File: src/rtl/alsu_core.sv
// Registered 3-bit arithmetic/logic/shift unit with a 16-bit LED alarm bus.
// Define ALSU_INVALID_FLAG_EN to add the registered `invalid` output.
module alsu_core #(
    parameter string Priority = "A",
    parameter string Adder    = "ON"
) (
    input  logic        clk,
    input  logic        rstn,
    input  logic [2:0]  A,
    input  logic [2:0]  B,
    input  logic        cin,
    input  logic        serial,
    input  logic        direction,
    input  logic        op_A,
    input  logic        op_B,
    input  logic [2:0]  opcode,
    input  logic        bypass_A,
    input  logic        bypass_B,
    output logic [15:0] leds,
`ifdef ALSU_INVALID_FLAG_EN
    output logic [5:0]  out,
    output logic        invalid
`else
    output logic [5:0]  out
`endif
);

    localparam bit PRIO_A   = (Priority == "A");
    localparam bit ADD_FULL = (Adder == "ON");

    localparam logic [2:0] OP_AND = 3'd0;
    localparam logic [2:0] OP_XOR = 3'd1;
    localparam logic [2:0] OP_ADD = 3'd2;
    localparam logic [2:0] OP_MUL = 3'd3;
    localparam logic [2:0] OP_SHF = 3'd4;
    localparam logic [2:0] OP_ROT = 3'd5;

    logic [2:0] a_r;
    logic [2:0] b_r;
    logic       cin_r;
    logic       serial_r;
    logic       dir_r;
    logic       op_a_r;
    logic       op_b_r;
    logic [2:0] opcode_r;
    logic       byp_a_r;
    logic       byp_b_r;

    always_ff @(posedge clk or negedge rstn) begin
        if (!rstn) begin
            a_r      <= '0;
            b_r      <= '0;
            cin_r    <= 1'b0;
            serial_r <= 1'b0;
            dir_r    <= 1'b0;
            op_a_r   <= 1'b0;
            op_b_r   <= 1'b0;
            opcode_r <= '0;
            byp_a_r  <= 1'b0;
            byp_b_r  <= 1'b0;
        end else begin
            a_r      <= A;
            b_r      <= B;
            cin_r    <= cin;
            serial_r <= serial;
            dir_r    <= direction;
            op_a_r   <= op_A;
            op_b_r   <= op_B;
            opcode_r <= opcode;
            byp_a_r  <= bypass_A;
            byp_b_r  <= bypass_B;
        end
    end

    logic bad_op;
    logic sel_byp;
    logic sel_inv;
    logic sel_op;

    assign bad_op  = (&opcode_r[2:1])
                   | ((op_a_r | op_b_r) & (|opcode_r[2:1]));
    assign sel_byp = byp_a_r | byp_b_r;
    assign sel_inv = ~sel_byp & bad_op;
    assign sel_op  = ~sel_byp & ~bad_op;

    // Reduction targets one operand; Priority breaks the tie
    logic red_a;
    logic red_b;

    assign red_a = op_a_r & (~op_b_r | PRIO_A);
    assign red_b = op_b_r & (~op_a_r | ~PRIO_A);

    logic [2:0] byp_val;

    always_comb begin
        byp_val = b_r;
        if (byp_a_r & (~byp_b_r | PRIO_A))
            byp_val = a_r;
    end

    logic [5:0] op_val;
    logic [5:0] sum;
    logic [5:0] prod;

    assign sum  = {3'b000, a_r} + {3'b000, b_r}
                + {5'b00000, cin_r & ADD_FULL};
    assign prod = {3'b000, a_r} * {3'b000, b_r};

    always_comb begin
        op_val = '0;
        unique case (opcode_r)
            OP_AND: begin
                unique case (1'b1)
                    red_a:   op_val = {5'b0, &a_r};
                    red_b:   op_val = {5'b0, &b_r};
                    default: op_val = {3'b0, a_r & b_r};
                endcase
            end
            OP_XOR: begin
                unique case (1'b1)
                    red_a:   op_val = {5'b0, ^a_r};
                    red_b:   op_val = {5'b0, ^b_r};
                    default: op_val = {3'b0, a_r ^ b_r};
                endcase
            end
            OP_ADD: op_val = sum;
            OP_MUL: op_val = prod;
            OP_SHF: op_val = dir_r ? {out[4:0], serial_r}
                                   : {serial_r, out[5:1]};
            OP_ROT: op_val = dir_r ? {out[4:0], out[5]}
                                   : {out[0], out[5:1]};
            default: op_val = '0;
        endcase
    end

    logic [5:0]  out_nxt;
    logic [15:0] leds_nxt;
    logic        inv_nxt;

    always_comb begin
        out_nxt  = '0;
        leds_nxt = '0;
        inv_nxt  = 1'b0;
        unique case (1'b1)
            sel_byp: out_nxt = {3'b000, byp_val};
            sel_inv: begin
                leds_nxt = ~leds;
                inv_nxt  = 1'b1;
            end
            sel_op:  out_nxt = op_val;
            default: out_nxt = '0;
        endcase
    end

    always_ff @(posedge clk or negedge rstn) begin
        if (!rstn) begin
            out  <= '0;
            leds <= '0;
        end else begin
            out  <= out_nxt;
            leds <= leds_nxt;
        end
    end

`ifdef ALSU_INVALID_FLAG_EN
    always_ff @(posedge clk or negedge rstn) begin
        if (!rstn)
            invalid <= 1'b0;
        else
            invalid <= inv_nxt;
    end
`else
    logic unused_inv;
    assign unused_inv = inv_nxt;
`endif

endmodule

File: config.mk
export PLATFORM = sky130hd
export DESIGN_NAME = alsu_core
export DESIGN_NICKNAME = d
export VERILOG_FILES = /design/src/rtl/alsu_core.sv
export SDC_FILE = /design/constraint.sdc
export NUM_CORES = 1
export LEC_CHECK = 0
export ABC_AREA = 1
export ABC_CLOCK_PERIOD_IN_PS = 2470
export CAP_MARGIN = 20
export CELL_PAD_IN_SITES_DETAIL_PLACEMENT = 0
export CELL_PAD_IN_SITES_GLOBAL_PLACEMENT = 1
export CORE_UTILIZATION = 35
export DETAILED_ROUTE_END_ITERATION = 16
export PLACE_DENSITY_LB_ADDON = 0.1
export SLEW_MARGIN = 10
export SYNTH_ARGS = -nofsm -noshare
export SYNTH_HDL_FRONTEND = slang
export SYNTH_SLANG_ARGS = --single-unit
export TNS_END_PERCENT = 50
File: constraint.sdc
create_clock -name clk -period 2.47 [get_ports clk]
set_clock_uncertainty 0.1 [all_clocks]
set_input_delay 0.494 -clock clk [delete_from_list [all_inputs] [get_ports clk]]
set_output_delay 0.494 -clock clk [all_outputs]
set_load 0.05 [all_outputs]
==> impl_metrics.env <==
export IMPL_layout_nets=278
export IMPL_slew_headroom_pct=45.0
export IMPL_dp_cells=309
export IMPL_finalHoldViolations=0
export IMPL_dp_hpwl_um=3010
export IMPL_routed_wl_um=3930
export IMPL_period_minus_slack_ps=2290
export IMPL_critical_path_class="reg2reg"
export IMPL_grt_overflow=0
export IMPL_p_per_area_nw_per_um2=562
export IMPL_core_area_um2=5200
export IMPL_yosys_cell_types_count=24
export IMPL_p_leak_uw=0.00119
export IMPL_die_x_um=76.0
export IMPL_grt_pass1_wl_um=6740
export IMPL_hp_class="in2async"
export IMPL_required_ps=2580
export IMPL_drt_first_pass_iters=4
export IMPL_syn_cell_area_um2=1920
export IMPL_ys_warn_count=0
export IMPL_cts_tree="done"
export IMPL_num_rows=26
export IMPL_arrival_ps=2400
export IMPL_synthCells=199
export IMPL_setup_viol=0
export IMPL_outcome="complete, no violations"
export IMPL_startpoint_type="flip-flop"
export IMPL_crit_slowest_cell="fa_1"
export IMPL_netlist_top_cells_count="38 x dfrtp_1, 35 x nand2_1, 32 x nor2_1"
export IMPL_via_count=1428
export IMPL_gp_congestion=0.793
export IMPL_stdcell_count=315
export IMPL_post_cts_buffers=0
export IMPL_ios=40
export IMPL_initial_core_util_pct=36.8
export IMPL_grt_max_degree=39
export IMPL_path_clk_slew_ps=70
export IMPL_die_h_um=76.0
export IMPL_syn_nets=231
export IMPL_ff2ff_setup_slack_ps=180
export IMPL_tns_ps=0
export IMPL_wl_per_cell_um=12.5
export IMPL_clk_insertion_delay_late_ps=280
export IMPL_cts_sinks=38
export IMPL_ys_top_cells_by_area="dfrtp_1 50%, nor2_4 7.1%, nand2_1 6.9%"
export IMPL_ys_seq_area_share_pct=49.6
export IMPL_cts_max_path_buffers=2
export IMPL_vias_per_cell=4.53
export IMPL_drive_above_1_share_pct=11.8
export IMPL_die_area_um2=5770
export IMPL_ctsHoldBuffers=0
export IMPL_yosysMostFrequentCell="dfrtp_1"
export IMPL_grt_util_all_layers_pct=15.1
export IMPL_seqCellArea_um2=951
export IMPL_synth_area_leader_cell="dfrtp_1"
export IMPL_drtAntennaViolNets=0
export IMPL_area_delta_synth_final_pct=28.8
export IMPL_fin_crit_sh_pct=92.5
export IMPL_endpoint_kind="flip-flop"
export IMPL_r2r_end="out[3]"
export IMPL_port_buffers=39
export IMPL_r2r_start="a_r[1]"
export IMPL_crit_family="adder cells"
export IMPL_cts_resized=0
export IMPL_critPathMaxStageDelay_ps=530
export IMPL_rsz0062_at_grt="false"
export IMPL_critical_path_buf_inv_count=2
export IMPL_avgSynthCellArea_um2=9.63
export IMPL_drv_cap=0
export IMPL_synth_top_cell_area_share_pct=49.6
export IMPL_max_freq_mhz=437
export IMPL_grt_pass1_vias=1471
export IMPL_ir_drop_mv=0.363
export IMPL_antenna_found_initial=0
export IMPL_cts_made_buffers=5
export IMPL_tightest_slew_ps=825
export IMPL_critical_path_max_fanout=3
export IMPL_reg2regPathDepth=8
export IMPL_drc=0
export IMPL_diodes=0
export IMPL_ys_flop_type="dfrtp_1"
export IMPL_fill_cells=514
export IMPL_cts_htree_levels=2
export IMPL_synth_async_reset_ratio_pct=100
export IMPL_synth_edf_count=0
export IMPL_finalMaxSlewViolations=0
export IMPL_crit_chain="ha_1 -> inv_1 -> fa_1 -> inv_1 -> ha_1 -> fa_1 -> nand4_1 -> a31oi_1"
export IMPL_ys_seq_elements=38
export IMPL_root_buffer="clkbuf_8"
export IMPL_drt_iter0_markers=85
export IMPL_multi_input_area_um2=837
-- cell families after synthesis --
kind of cell	Yosys count	share of synthesized area (%)
AND/OR/NAND/NOR	94	24.6
AO/OA/AOI/OAI	22	6.53
buffers and inverters	27	6.66
XOR/XNOR	4	1.83
adder cells (fa/ha/maj)	14	10.7
flip-flops	38	49.6
-- cell usage in the layout, fill, tap and decap left out, drive strengths merged --
cell type / synthesis / final
clkdlybuf4s50: 0 / 38
nand2: 36 / 36
o21bai: 1 / 1
o22ai: 1 / 1
o211ai: 1 / 1
fa: 4 / 4
a31oi: 1 / 1
xnor2: 4 / 4
nor2: 44 / 44
inv: 23 / 23
ha: 10 / 10
nand3: 8 / 8
nand4: 3 / 3
a21oi: 7 / 7
o21ai: 11 / 11
dfrtp: 38 / 38
buf: 4 / 6
clkbuf: 0 / 6
nor3: 3 / 3
-- cell type report --
type	instances	share of cell area, %
Inverter	23	3.50
Timing Repair Buffer	44	17.1
Sequential cell	38	38.5
Multi-Input combinational cell	134	33.9
Clock buffer	6	3.35
Tap cell	70	3.55
-- how the worst max path moves through the flow --
stage,from,to,cells past startpoint
floorplan,a_r[1],out[4],10
global placement,a_r[1],out[4],10
detailed placement,a_r[1],out[3],8
CTS,a_r[1],out[3],8
global route,a_r[1],out[4],10
finish,a_r[1],out[3],8
-- stage by stage --
| step | setup WS (ps) | util [%] | total power, uW | area [um^2] | hold slack, ps |
|---|---|---|---|---|---|
| after global placement | 214 | 45.8 | 992 | 2380 | 312 |
| after detailed placement | 161 | 45.8 | 988 | 2380 | 317 |
| after CTS | 154 | 47.4 | 1410 | 2470 | 231 |
| after floorplan | 167 | - | 877 | 1920 | 98.4 |
| after global routing | 33.4 | 47.4 | 1470 | 2470 | 283 |
| final | 184 | 47.4 | 1390 | 2470 | 202 |
-- power breakdown --
part	internal, uW	total, uW	switching [uW]
sequential	654	687	32.5
clock	215	414	198
combinational	112	287	175
total	981	1390	406
-- registers in the layout, indices dropped and copies added (netlist names) --
signal    count
op_a_r        1
b_r           3
dir_r         1
cin_r         1
byp_a_r       1
op_b_r        1
out           6
opcode_r      3
a_r           3
leds         16
serial_r      1
byp_b_r       1
-- routing by layer --
metal / global-route usage [%] / vias to the layer above / wire [um]
li1: - / 718 / -
met1: 20.0 / 664 / 1810
met2: 22.6 / 36 / 1800
met3: 3.95 / 10 / 200
met4: 8.27 / 0 / 118
met5: 0 / - / 0
(Power assumes the default switching activity.)
